## src/rtl/uart_pkg.sv

```systemverilog
// Shared definitions for the 8N1 UART receive path: FSM encoding, register map,
// status bit layout and oversampling constants.
package uart_pkg;

   typedef enum logic [1:0] {
      ST_IDLE  = 2'd0,
      ST_START = 2'd1,
      ST_DATA  = 2'd2,
      ST_STOP  = 2'd3
   } rx_state_e;

   localparam logic ADDR_DATA = 1'b0;
   localparam logic ADDR_STAT = 1'b1;

   localparam int STAT_FULL   = 7;
   localparam int STAT_OVR    = 6;
   localparam int STAT_FERR   = 5;
   localparam int STAT_IRQ_EN = 0;

   localparam int         OVERSAMPLE = 16;
   localparam logic [3:0] MID_TICK   = 4'd8;
   localparam logic [3:0] LAST_TICK  = 4'(OVERSAMPLE - 1);

   function automatic logic [7:0] pack_status(input logic full, input logic ovr,
                                              input logic ferr, input logic irq_en);
      logic [7:0] st;
      st              = 8'h00;
      st[STAT_FULL]   = full;
      st[STAT_OVR]    = ovr;
      st[STAT_FERR]   = ferr;
      st[STAT_IRQ_EN] = irq_en;
      return st;
   endfunction

endpackage

```

## src/rtl/baud_tick.sv

```systemverilog
// 16x oversample tick generator: one-CLK pulse every DIV cycles, restartable by clr.
module baud_tick #(
   parameter int DIV   = 13,
   parameter int DIV_W = 4
) (
   input  logic clk,
   input  logic rst_n,
   input  logic clr,
   output logic tick
);

   localparam logic [DIV_W-1:0] CNT_LAST = DIV_W'(DIV - 1);

   logic [DIV_W-1:0] cnt_q, cnt_d;
   logic             tick_q, tick_d;

   // next divider count and tick pulse
   always_comb begin
      cnt_d  = cnt_q;
      tick_d = 1'b0;
      if (clr) begin
         cnt_d  = {DIV_W{1'b0}};
         tick_d = 1'b0;
      end else if (cnt_q == CNT_LAST) begin
         cnt_d  = {DIV_W{1'b0}};
         tick_d = 1'b1;
      end else begin
         cnt_d  = cnt_q + DIV_W'(1);
         tick_d = 1'b0;
      end
   end

   // divider state
   always_ff @(posedge clk or negedge rst_n) begin
      if (!rst_n) begin
         cnt_q  <= {DIV_W{1'b0}};
         tick_q <= 1'b0;
      end else begin
         cnt_q  <= cnt_d;
         tick_q <= tick_d;
      end
   end

   assign tick = tick_q;

endmodule

```

## src/rtl/uart_rx.sv

```systemverilog
// Memory-mapped 8N1 receiver with single-byte holding register and status flags.
// Optional receive interrupt enable is built when UART_RX_IRQ_EN is defined.
module uart_rx
   import uart_pkg::*;
#(
   parameter int DIV   = 13,
   parameter int DIV_W = 4
) (
   input  logic       CLK,
   input  logic       RESET,
   input  logic       RXD,
   input  logic       ADDR,
   input  logic       R,
   input  logic       W,
   input  logic [7:0] DIN,
   output logic [7:0] DOUT,
   output logic       IRQ
);

   logic       rxd_s1_q, rxd_s2_q, rxd_prev_q;
   rx_state_e  state_q, state_d;
   logic [3:0] sub_q, sub_d;
   logic [2:0] bit_q, bit_d;
   logic [7:0] shift_q, shift_d;
   logic [7:0] data_q, data_d;
   logic       full_q, full_d, ovr_q, ovr_d, ferr_q, ferr_d;
   logic       rd_low_q, rd_low_d, addr_lat_q, addr_lat_d;
   logic       tick_s, tick_clr_s, deliver_s, fall_s, rd_clr_s, irq_en_s;
   logic       unused_s;

   assign fall_s = rxd_prev_q & ~rxd_s2_q;

   baud_tick #(.DIV(DIV), .DIV_W(DIV_W)) u_tick (
      .clk   (CLK),
      .rst_n (RESET),
      .clr   (tick_clr_s),
      .tick  (tick_s)
   );

   // receive FSM: sub counts ticks within a bit, bit counts data bits
   always_comb begin
      state_d    = state_q;
      sub_d      = sub_q;
      bit_d      = bit_q;
      shift_d    = shift_q;
      tick_clr_s = 1'b0;
      deliver_s  = 1'b0;
      if (tick_s) begin
         sub_d = sub_q + 4'd1;
      end else begin
         sub_d = sub_q;
      end
      case (state_q)
         ST_IDLE: begin
            if (fall_s) begin
               tick_clr_s = 1'b1;
               sub_d      = 4'd0;
               bit_d      = 3'd0;
               state_d    = ST_START;
            end else begin
               state_d = ST_IDLE;
            end
         end
         ST_START: begin
            if (tick_s && (sub_q == MID_TICK - 4'd1)) begin
               sub_d   = 4'd0;
               state_d = rxd_s2_q ? ST_IDLE : ST_DATA;
            end else begin
               state_d = ST_START;
            end
         end
         ST_DATA: begin
            if (tick_s && (sub_q == LAST_TICK)) begin
               shift_d = {rxd_s2_q, shift_q[7:1]};
               bit_d   = bit_q + 3'd1;
               state_d = (bit_q == 3'd7) ? ST_STOP : ST_DATA;
            end else begin
               state_d = ST_DATA;
            end
         end
         ST_STOP: begin
            if (tick_s && (sub_q == LAST_TICK)) begin
               deliver_s = 1'b1;
               state_d   = ST_IDLE;
            end else begin
               state_d = ST_STOP;
            end
         end
         default: state_d = ST_IDLE;
      endcase
   end

   // read-end detection: first CLK with R high after R was low, on the latched address
   always_comb begin
      rd_low_d   = ~R;
      addr_lat_d = R ? addr_lat_q : ADDR;
      rd_clr_s   = R & rd_low_q & (addr_lat_q == ADDR_DATA);
   end

   // holding register and flags; a read-clear coinciding with delivery frees the slot
   always_comb begin
      data_d = data_q;
      full_d = full_q;
      ovr_d  = ovr_q;
      ferr_d = ferr_q;
      if (deliver_s) begin
         if (!full_q || rd_clr_s) begin
            data_d = shift_q;
            full_d = 1'b1;
            ferr_d = ~rxd_s2_q;
            ovr_d  = rd_clr_s ? 1'b0 : ovr_q;
         end else begin
            ovr_d = 1'b1;
         end
      end else if (rd_clr_s) begin
         full_d = 1'b0;
         ovr_d  = 1'b0;
         ferr_d = 1'b0;
      end else begin
         data_d = data_q;
      end
   end

   // state and register flops
   always_ff @(posedge CLK or negedge RESET) begin
      if (!RESET) begin
         rxd_s1_q   <= 1'b1;
         rxd_s2_q   <= 1'b1;
         rxd_prev_q <= 1'b1;
         state_q    <= ST_IDLE;
         sub_q      <= 4'd0;
         bit_q      <= 3'd0;
         shift_q    <= 8'h00;
         data_q     <= 8'h00;
         full_q     <= 1'b0;
         ovr_q      <= 1'b0;
         ferr_q     <= 1'b0;
         rd_low_q   <= 1'b0;
         addr_lat_q <= 1'b0;
      end else begin
         rxd_s1_q   <= RXD;
         rxd_s2_q   <= rxd_s1_q;
         rxd_prev_q <= rxd_s2_q;
         state_q    <= state_d;
         sub_q      <= sub_d;
         bit_q      <= bit_d;
         shift_q    <= shift_d;
         data_q     <= data_d;
         full_q     <= full_d;
         ovr_q      <= ovr_d;
         ferr_q     <= ferr_d;
         rd_low_q   <= rd_low_d;
         addr_lat_q <= addr_lat_d;
      end
   end

`ifdef UART_RX_IRQ_EN
   logic irq_en_q, irq_en_d;

   // control write on ADDR 1 loads the interrupt enable
   always_comb begin
      if (!W && (ADDR == ADDR_STAT)) begin
         irq_en_d = DIN[0];
      end else begin
         irq_en_d = irq_en_q;
      end
   end

   // interrupt enable flop
   always_ff @(posedge CLK or negedge RESET) begin
      if (!RESET) begin
         irq_en_q <= 1'b0;
      end else begin
         irq_en_q <= irq_en_d;
      end
   end

   assign irq_en_s = irq_en_q;
`else
   assign irq_en_s = 1'b0;
`endif

   assign unused_s = ^{W, DIN};
   assign IRQ      = full_q & irq_en_s;

   // CPU read mux
   always_comb begin
      case (ADDR)
         ADDR_DATA: DOUT = data_q;
         ADDR_STAT: DOUT = pack_status(full_q, ovr_q, ferr_q, irq_en_s);
         default:   DOUT = 8'h00;
      endcase
   end

endmodule
```

## config.mk

```make
export PLATFORM = sky130hd
export DESIGN_NAME = uart_rx
export DESIGN_NICKNAME = d
export VERILOG_FILES = /design/src/rtl/uart_pkg.sv /design/src/rtl/baud_tick.sv /design/src/rtl/uart_rx.sv
export SDC_FILE = /design/constraint.sdc
export NUM_CORES = 1
export LEC_CHECK = 0
export CORE_ASPECT_RATIO = 0.75
export CORE_MARGIN = 3
export CORE_UTILIZATION = 62
export CTS_CLUSTER_SIZE = 28
export DETAILED_ROUTE_END_ITERATION = 12
export DONT_BUFFER_PORTS = 1
export PLACE_DENSITY_LB_ADDON = 0.1
export SYNTH_ARGS = -nofsm -noshare
export SYNTH_HDL_FRONTEND = slang
export SYNTH_SLANG_ARGS = --single-unit
```

## constraint.sdc

```tcl
create_clock -name CLK -period 3 [get_ports CLK]
set_clock_uncertainty 0.2 [all_clocks]
set_input_delay 0.6 -clock CLK [delete_from_list [all_inputs] [get_ports CLK]]
set_output_delay 0.6 -clock CLK [all_outputs]
set_load 0.05 [all_outputs]
```

* Yosys cells after proc, flatten, opt, wreduce, memory -nomap -nowiden
Cells that the tools add are included.
** Word-level totals
- Register bits :: 38
- Input bits :: 14
- Output and inout port bits :: 9
- Word-level logic and storage cells :: 77
** Operators by class
- Reductions and logical operators :: 11
- Bitwise logic cells :: 7
- Equal/unequal tests :: 10
- Add/sub/neg operators :: 3
- Mux-type cells :: 31
** Operators with widths (number)
- $mux W4 :: 5
- $mux W1 :: 17
- $pmux W8 S2 :: 1
- $add A4 B1 Y4 const B :: 2
- $eq A4 B4 Y1 const B :: 2
- $pmux W2 S4 :: 1
- $pmux W4 S2 :: 1
- $mux W2 :: 3
- $mux W3 :: 2
- $pmux W3 S2 :: 1
- $reduce_and A2 Y1 :: 3
- $eq A2 B2 Y1 const B :: 2
- $eq A4 B3 Y1 const B :: 1
- $ne A2 B2 Y1 const B :: 2
- $not A1 Y1 :: 4
- $reduce_bool A2 Y1 :: 2
- $add A3 B1 Y3 const B :: 1
- $and A1 B1 Y1 :: 3
- $eq A3 B3 Y1 const B :: 1
- $reduce_and A3 Y1 :: 1
- $eq A2 B1 Y1 const B :: 1
- $logic_and A1 B1 Y1 :: 2
- $logic_not A2 Y1 :: 1
- $ne A2 B1 Y1 const B :: 1
- other kinds (2) :: 2

* Longest topological paths before layout
Gate-level depths: netlist (run 1).
- Word-level depth :: 6
- Gate-level depth with buffers :: 5

* Cells and area by module
A second synthesis (run 1) with hierarchy kept.
** Second synthesis, totals
- Cell total of the unflattened synthesis :: 132
- Area, all modules :: 1677.9 um^2
** Modules (own cells, without submodules)
- uart_rx :: sequential area each 829.5 um^2, cells an instance 111, instances 1, area an instance 1453.9 um^2
- baud_tick :: sequential area each 125.1 um^2, cells an instance 21, instances 1, area an instance 224.0 um^2

* Worst setup path before layout (run 1)
OpenSTA, ideal clock, no wires.
- Kind :: input port to output port
- From :: input ADDR
- To :: output DOUT[0]
- Arrival :: 1495 ps
- Slack :: 705 ps
- Cell stages on the path :: 2
- Path buffers :: 1
- Required time :: 2200 ps
- Cells stage by stage :: clkbuf_1 > nor2b_1
** On the way
- Word-level cells in the longest chain between the ends :: 2
** RTL lines
- from (decl) :: RTL line uart_rx.sv:12 : input logic ADDR,
- $not A1 Y1 :: RTL line uart_rx.sv:188 : case (ADDR)
- $pmux W8 S2 (*) :: RTL line uart_rx.sv:188
- to (decl) :: RTL line uart_rx.sv:16 : output logic [7:0] DOUT,
Mark *: on every way between the ends. The rest lies on a longest branch, timed or not.

* Worst setup path after layout (run 1)
- From :: register sub_q[0]
- To :: register data_q[3]
** On the way
- Word-level cells in the longest chain between the ends :: 5
** RTL lines
- from (decl) :: RTL line uart_rx.sv:22 : logic [3:0] sub_q, sub_d;
- from (signal assigned) :: RTL line uart_rx.sv:145 : sub_q <= sub_d;
- $eq A4 B4 Y1 :: RTL line uart_rx.sv:82 : if (tick_s && (sub_q == LAST_TICK)) begin
- $logic_and A1 B1 Y1 :: RTL line uart_rx.sv:82
- $mux W1 :: RTL line uart_rx.sv:82
- $mux W1 :: RTL line uart_rx.sv:53 : case (state_q)
- $reduce_and A2 Y1 (no source line)
- to (signal assigned) :: RTL line uart_rx.sv:148 : data_q <= data_d;
- to (decl) :: RTL line uart_rx.sv:25 : logic [7:0] data_q, data_d;
No other way between the ends.
A chain may end at the register's enable or synchronous reset.

==> flow_summary.json, run 1 <==
{
  "grt_start_max_net_pins": 39,
  "ant_nets": 0,
  "numCtsBuffers": 5,
  "worstHoldPathType": "in2reg",
  "cts.clk_slew.worst_paths_ns": 0.11,
  "post-place-ws_ns": 0.901,
  "synthArstFlopShare_pct": 100,
  "critPathLaunch": "sub_q[0]",
  "postCtsHoldBufs": 2,
  "path_delay_family": "compound AO/OA/AOI/OAI gates",
  "rsz0062_at_grt": "no",
  "drt_iter0_markers": 92,
  "first_global_vias": 1073,
  "avgViaCountPerCell": 5.90,
  "grt_usage_pct": 19.9,
  "h-tree-depth": 2,
  "hp-start": "RXD",
  "die_w_um": 66.3,
  "critPathSlowestCell": "a211oi_4",
  "drc": 0,
  "clk_latency_ns": 0.33,
  "maxCapViolCount": 0,
  "slew_headroom_pct": 66.3,
  "finalWirelength_mm": 2.74,
  "placementRows": 15,
  "clock-sinks": 38,
  "worst_slack_ns": 0.931,
  "slowest_delay_ns": 0.46,
  "yosys.area_share.adder_pct": 3.70,
  "worstPathMaxFanout": 9,
  "synth_compound_area_share_pct": 7.04,
  "clock_path_buffers": 2,
  "io_buffers": 0,
  "synthToLayoutAreaGrowth_pct": 9.26,
  "syn_nets": 148,
  "period_share_pct": 69.0,
  "power_density_mw_per_mm2": 550,
  "grt_antenna_before_repair": 0,
  "power_mw": 1.02,
  "initial_utilization_pct": 69.2,
  "synthSimpleGateAreaFrac_pct": 11.9,
  "placed_area_sq_mm": 0.00176,
  "syn_area_per_cell_sq_um": 13.1,
  "fmax_ghz": 0.483,
  "path_cells": "ha_1 > nand4_4 > a211oi_4 > mux2_2",
  "whs_ns": 0.0556,
  "p_leak_nw": 0.899,
  "nets": 159,
  "tightest_slew_ns": 0.504,
  "crit_type": "reg2reg",
  "core_sq_mm": 0.00244,
  "synth_edf_count": 0,
  "die_h_um": 51.2,
  "synth_seq_cells": 38,
  "critPathArrivalTime_ns": 2.09,
  "cp_num_buf_inv": 0,
  "rr_startpoint": "sub_q[0]",
  "dieArea_sq_mm": 0.00339,
  "synth.distinct_cells": 36,
  "wl_per_cell_um": 15.6,
  "cts_setup_buffers": 0,
  "hpwl_mm": 1.93,
  "cts_tree": "built",
  "synth_seq_area_share_pct": 56.5,
  "layout-drive-gt1-share_pct": 30.5,
  "n_fill_cell": 154,
  "finalSetupTns_ns": 0,
  "hold_violations": 0,
  "drv_slew": 0,
  "post-route-cell-area_sq_mm": 0.00185,
  "gr-total-overflow": 0,
  "io_pins": 23,
  "firstDrtPassIters": 4,
  "finalWeightedCongestion": 0.782,
  "crit_path_end_kind": "register",
  "synthesis.area_sq_mm": 0.00169,
  "cts_root_buf": "clkbuf_4",
  "synthCells": 129,
  "synth_top_family_by_area": "multiplexers",
  "crit_required_ns": 3.02,
  "finalSetupViolCount": 0,
  "num_vias": 1033,
  "grt_pass1_wl_mm": 5.01,
  "cts-resized-gates": 0,
  "synthXorXnorAreaFrac_pct": 1.56,
  "synth_ff_type": "dfrtp_1",
  "antenna_cells": 0,
  "status": "finished, final reports clean",
  "min_period_ns": 2.07,
  "synthMuxAreaShare_pct": 15.9,
  "startpoint_type": "register",
  "peakVddDrop_v": 0.000448,
  "yosysWarnings": 0
}
state kept, by name, indices dropped and copies added, names as in the netlist, 2 cells and up:
register	cells
bit_q	3
u_tick.cnt_q	4
shift_q	8
state_q	2
data_q	8
sub_q	4
path summary, 6_finish.rpt:
check                                  end  slack [ns]  depth (start not counted)
worst max-delay path             data_q[3]        0.93                          4
min in group asynchronous       state_q[1]        0.50                          2
max in group asynchronous         rxd_s1_q        1.84                          2
worst min-delay path              rxd_s1_q        0.06                          0
worst min register to register    rxd_s2_q        0.17                          0
worst max register to register   data_q[3]        0.93                          4
final cells by class:
cell class	count	area [sq um]	area share, %
Clock buffer	7	55.1	2.98
Inverter	7	26.3	1.42
Tap cell	34	42.5	2.31
Clock inverter	1	5.00	0.271
Timing Repair Buffer	9	82.6	4.47
Sequential cell	38	955	51.7
Multi-Input combinational cell	79	679	36.8
cell families after synthesis:
| family | after synthesis |
|---|---|
| fa+ha+maj | 5 |
| other cells | 1 |
| xor+xnor | 3 |
| simple gates | 31 |
| flops | 38 |
| buf+inv | 12 |
| mux | 24 |
| compound gates | 15 |
metrics by stage:
step	utilization (%)	cells
floorplan	-	129
global placement	71.9	165
detailed placement	71.9	165
CTS	75.6	175
global route	75.6	175
finish	75.6	175
cell usage after synthesis (2+ instances only):
master / number / area, sq um
buf_2: 2 / 10.0
nand3b_1: 2 / 15.0
mux2_2: 22 / 248
nor2b_1: 8 / 50.1
nor3_1: 2 / 10.0
a21oi_1: 5 / 25.0
dfstp_2: 3 / 78.8
dfrtp_1: 35 / 876
nor2_1: 4 / 15.0
o21ai_0: 2 / 10.0
buf_4: 2 / 15.0
nand2b_1: 2 / 12.5
ha_1: 5 / 62.6
mux2i_1: 2 / 20.0
inv_1: 7 / 26.3
nand2_1: 5 / 18.8
xnor2_1: 2 / 17.5
power breakdown:
part | total (mW) | switching [mW] | internal (mW)
Combinational | 0.140 | 0.0747 | 0.0653
Clock | 0.272 | 0.159 | 0.114
Sequential | 0.603 | 0.0448 | 0.558
Total | 1.02 | 0.278 | 0.737
placed cells by master, fill, tap and decap left out, types with 2 or more instances in the layout:
cell,netlist,final
buf_4,2,7
nor2_1,4,4
a21oi_1,5,5
clkbuf_4,0,5
nor2b_1,8,8
nand3b_1,2,2
dfrtp_1,35,35
mux2i_1,2,2
inv_1,7,7
mux2_2,22,22
dfstp_2,3,3
nand2_1,5,5
ha_1,5,5
xnor2_1,2,2
nand2b_1,2,2
nor3_1,2,2
o21ai_0,2,2
layer usage:
metal / vias to the layer above / global-route usage, % / part of all wire (%)
met2: 23 / 31.0 / 50
met5: - / 0 / 0
met4: 0 / 6.76 / 0.84
met3: 4 / 5.93 / 3.6
li1: 481 / - / -
met1: 525 / 26.5 / 46
(Power assumes the default switching activity.)
==> inputs of run 2 (changes only) <==
--- a/config.mk
+++ b/config.mk
@@ -7,7 +7,7 @@
 export LEC_CHECK = 0
 export CORE_ASPECT_RATIO = 0.75
 export CORE_MARGIN = 3
-export CORE_UTILIZATION = 62
+export CORE_UTILIZATION = 55
 export CTS_CLUSTER_SIZE = 28
 export DETAILED_ROUTE_END_ITERATION = 12
 export DONT_BUFFER_PORTS = 1
==> constraint.sdc (replaced) <==
create_clock -name CLK -period 1.7 [get_ports CLK]
set_clock_uncertainty 0.2 [all_clocks]
set_input_delay 0.34 -clock CLK [delete_from_list [all_inputs] [get_ports CLK]]
set_output_delay 0.34 -clock CLK [all_outputs]
set_load 0.05 [all_outputs]
==> flow_summary.json, run 2 (synthesis gave the netlist of run 1 again) <==
{
  "finalWeightedCongestion": 0.793,
  "grt_usage_pct": 20.0,
  "gr-total-overflow": 0,
  "cts.clk_slew.worst_paths_ns": 0.08,
  "min_period_ns": 1.82,
  "initial_utilization_pct": 61.1,
  "r2r_slack_ns": -0.12,
  "rsz0062_at_grt": "yes",
  "core_sq_mm": 0.00276,
  "firstDrtPassIters": 4,
  "crit_required_ns": 1.67,
  "drv_slew": 0,
  "crit_path_end_kind": "register",
  "worstHoldPathType": "in2reg",
  "hold_violations": 0,
  "io_buffers": 0,
  "status": "finished, violations left",
  "whs_ns": 0.00731,
  "met2_usage_pct": 35.7,
  "clk_latency_ns": 0.28,
  "critPathArrivalTime_ns": 1.78,
  "power_mw": 2.03,
  "ant_nets": 0,
  "worstPathMaxFanout": 9,
  "grt_use_met3_pct": 4.48,
  "finalSetupViolCount": 20,
  "grt_antenna_before_repair": 0,
  "cts_tree": "built",
  "synthToLayoutAreaGrowth_pct": 26.4,
  "layout-drive-gt1-share_pct": 37.1,
  "crit_type": "reg2reg",
  "grt_start_max_net_pins": 39,
  "layout_common_cells": "dfrtp_1 (35), mux2_4 (19), buf_4 (18), nor2b_1 (8), inv_1 (7)",
  "wl_per_cell_um": 17.0,
  "grt_pass1_wl_mm": 5.61,
  "hpwl_mm": 2.18,
  "antenna_cells": 0,
  "peakVddDrop_v": 0.000558,
  "grt_util_met1_pct": 24.6,
  "numCtsBuffers": 5,
  "layout_commonest_cell": "dfrtp_1",
  "placementRows": 16,
  "power_density_mw_per_mm2": 949,
  "nets": 177,
  "worst_slack_ns": -0.118,
  "h-tree-depth": 2,
  "startpoint_type": "register",
  "grt_most_used_layer": "met2",
  "reg.largest.list": "data_q x8, shift_q x8",
  "drc": 0,
  "die_w_um": 70.0,
  "fmax_ghz": 0.550,
  "p_leak_nw": 1.04,
  "first_global_vias": 1166,
  "finalWirelength_mm": 3.31,
  "io_pins": 23,
  "clock_path_buffers": 2,
  "num_vias": 1071,
  "final_core_util_pct": 77.3,
  "placed_area_sq_mm": 0.00193,
  "cts_root_buf": "clkbuf_8",
  "dieArea_sq_mm": 0.00378,
  "violations": "setup timing",
  "clock-sinks": 38,
  "maxCapViolCount": 0,
  "period_share_pct": 107,
  "post-place-ws_ns": -0.146,
  "die_h_um": 54.0,
  "post-route-cell-area_sq_mm": 0.00214,
  "drt_iter0_markers": 40,
  "avgViaCountPerCell": 5.49
}
-- run 2: cell count changes in the layout (fill, tap and decap cells not counted), moves of 2 or more --
cell / change
buf_4: +11
buf_6: +4
clkbuf_4: -5
clkbuf_8: +5
dlygate4sd3_1: +2
mux2_2: -19
mux2_4: +19
-- run 2: path summary, 6_finish.rpt --
kind | start | to | cells after the start
min in group asynchronous | RESET | state_q[0] | 2
worst min register to register | rxd_s1_q | rxd_s2_q | 0
worst max-delay path | sub_q[1] | data_q[4] | 6
worst min-delay path | ADDR | addr_lat_q | 1
worst max register to register | sub_q[1] | data_q[4] | 6
max in group asynchronous | RESET | rxd_s1_q | 2
-- run 2: worst max-delay path: stages (launching register included) --
cell and delay [ns]:
dfrtp_1 0.41, ha_4 0.16, nand4_4 0.11, buf_6 0.15
a211oi_4 0.18, buf_12 0.18, mux2_4 0.30
-- run 2: timing repair --
item                                    CTS  global route
pin swaps                                 2             2
cloned                                    1             0
endpoints found under the setup margin   16            21
gates resized for setup                   9             5
hold buffers                              4             0
buffers inserted                          3             2
hold endpoints to repair                 40             0
-- run 2: per-stage QoR --
stage	setup TNS (ns)	std cells
after detailed placement	-1.27	179
after floorplan	-1.11	129
final	-1.90	195
after global routing	-3.12	195
after global placement	-0.612	179
after CTS	-1.30	195
-- run 2: routing by layer --
metal  part of all wire, %  up-vias
met4                  0.42        0
met1                    47      550
li1                      -      506
met5                     0        -
met3                   3.0        2
met2                    49       13
-- run 2: area by class of cell --
cell class,count,area [sq um]
Clock buffer,8,90.1
Tap cell,36,45.0
Timing Repair Buffer,27,250
Inverter,7,26.3
Sequential cell,38,955
Multi-Input combinational cell,79,769
Fill cell,165,627
-- run 2: power breakdown --
group | internal [mW] | total, mW | switching, mW
registers | 0.986 | 1.06 | 0.0785
logic | 0.170 | 0.337 | 0.168
clock network | 0.331 | 0.626 | 0.295
==> inputs of run 3 (changes only) <==
--- a/config.mk
+++ b/config.mk
@@ -5,9 +5,11 @@
 export SDC_FILE = /design/constraint.sdc
 export NUM_CORES = 1
 export LEC_CHECK = 0
+export CELL_PAD_IN_SITES_DETAIL_PLACEMENT = 1
+export CELL_PAD_IN_SITES_GLOBAL_PLACEMENT = 2
 export CORE_ASPECT_RATIO = 0.75
 export CORE_MARGIN = 3
-export CORE_UTILIZATION = 55
+export CORE_UTILIZATION = 38
 export CTS_CLUSTER_SIZE = 28
 export DETAILED_ROUTE_END_ITERATION = 12
 export DONT_BUFFER_PORTS = 1
==> flow_summary.json, run 3 (synthesis gave the netlist of run 1 again) <==
{
  "status": "finished, violations left",
  "violations": "setup timing",
  "numCtsBuffers": 5,
  "io_buffers": 0,
  "drv_slew": 0,
  "grt_usage_pct": 15.1,
  "ant_nets": 0,
  "crit_required_ns": 1.67,
  "layout_commonest_cell": "dfrtp_1",
  "placed_area_sq_mm": 0.00194,
  "power_density_mw_per_mm2": 971,
  "post-place-ws_ns": -0.0988,
  "crit_type": "reg2reg",
  "layout-drive-gt1-share_pct": 39.9,
  "p_leak_nw": 1.07,
  "finalWirelength_mm": 3.60,
  "cts_tree": "built",
  "num_vias": 1096,
  "synthToLayoutAreaGrowth_pct": 31.6,
  "clock-sinks": 38,
  "wl_met2_mm": 1.63,
  "wl_met3_um": 93,
  "top_layer": "met4",
  "grt_start_max_net_pins": 39,
  "initial_utilization_pct": 40.7,
  "drc": 0,
  "die_w_um": 83.0,
  "hold_depth": 0,
  "post-route-cell-area_sq_mm": 0.00222,
  "dieArea_sq_mm": 0.00529,
  "seqCellArea_sq_um": 956,
  "place_inst": 197,
  "first_global_vias": 1234,
  "grt_antenna_before_repair": 0,
  "finalNonFillerCells": 218,
  "firstDrtPassIters": 4,
  "multi_input_area_sq_um": 776,
  "nets": 181,
  "rr_startpoint": "sub_q[1]",
  "r2r-end": "shift_q[2]",
  "startpoint_type": "register",
  "peakVddDrop_v": 0.000656,
  "r2r_slack_ns": -0.07,
  "drt_iter0_markers": 52,
  "die_h_um": 63.7,
  "wl_met1_mm": 1.86,
  "period_share_pct": 104,
  "avgViaCountPerCell": 5.03,
  "clk_latency_ns": 0.28,
  "h-tree-depth": 2,
  "critPathLaunch": "sub_q[1]",
  "crit_path_end_kind": "register",
  "worst_slack_ns": -0.0747,
  "cts_root_buf": "clkbuf_8",
  "worstHoldPathType": "reg2reg",
  "critPathArrivalTime_ns": 1.74,
  "clock_path_buffers": 2,
  "cts.clk_slew.worst_paths_ns": 0.08,
  "reg2reg_depth": 5,
  "antenna_cells": 0,
  "maxCapViolCount": 0,
  "min_period_ns": 1.77,
  "grt_pass1_wl_mm": 6.34,
  "gr-total-overflow": 0,
  "io_pins": 23,
  "fmax_ghz": 0.563,
  "n_fill_cell": 427,
  "worstPathMaxFanout": 11,
  "core_sq_mm": 0.00415,
  "hpwl_mm": 2.30,
  "hold_violations": 0,
  "whs_ns": 0.159,
  "setup.worst_path.end": "shift_q[2]",
  "wl_per_cell_um": 16.5,
  "finalWeightedCongestion": 0.712,
  "finalSetupViolCount": 20,
  "reg.largest.list": "data_q x8, shift_q x8",
  "placementRows": 20,
  "layout_common_cells": "dfrtp_1 (34), buf_4 (22), mux2_4 (19), nor2b_1 (8), inv_1 (7)",
  "rsz0062_at_grt": "yes"
}
-- run 3: cell count changes in the layout (fill, tap and decap cells not counted), moves of 2 or more --
cell           before  now
clkbuf_1            2    0
clkinv_2            0    2
buf_6               4    1
dlygate4sd3_1       3    5
buf_4              18   22
-- run 3: layer usage --
layer	track usage, %	vias up
li1	-	519
met1	21.7	564
met2	22.3	11
met3	4.38	2
met4	4.08	0
met5	0	-
-- run 3: repair_timing --
| item | in CTS | in global routing |
|---|---|---|
| buffers inserted | 3 | 4 |
| hold endpoints to repair | 41 | 1 |
| endpoints found under the setup margin | 18 | 21 |
| pin swaps | 1 | 2 |
| gates resized for setup | 9 | 3 |
| hold buffers | 5 | 1 |
-- run 3: final cells by class --
class	count	area share, %
Multi-Input combinational cell	79	34.9
Tap cell	55	3.10
Inverter	7	1.18
Timing Repair Buffer	31	12.9
Clock inverter	3	1.80
Sequential cell	38	43.0
Clock buffer	5	3.10
-- run 3: worst min-delay path by stage --
stage,from,slack [ns],to
final,rxd_s1_q,0.16,rxd_s2_q
after floorplan,RESET,-0.16,addr_lat_q
after detailed placement,RESET,-0.15,addr_lat_q
after global placement,RESET,-0.15,rd_low_q
after global routing,rxd_s1_q,0.17,rxd_s2_q
after CTS,R,0.005,addr_lat_q
-- run 3: through the flow --
step           setup TNS [ns]  util [%]  total power [mW]
2_1_floorplan           -1.11         -              1.26
3_3_place_gp           -0.741      46.8              1.33
3_5_place_dp           -0.772      46.8              1.36
4_1_cts                -0.583      52.2              2.16
5_1_grt                 -2.16      53.5              2.30
6_report               -0.895      53.5              2.16
-- run 3: report_power, final --
group	leakage [nW]	internal [mW]	total (mW)	switching, mW
clock network	0.0579	0.432	0.756	0.324
logic	0.510	0.178	0.338	0.161
registers	0.503	0.986	1.06	0.0770
total	1.07	1.60	2.16	0.561
-- run 3: worst max-delay path: stages (launching register included) --
cell,delay [ns]
dfrtp_1,0.40
ha_4,0.16
nand4_4,0.13
nor3b_4,0.27
buf_12,0.18
mux2_4,0.30
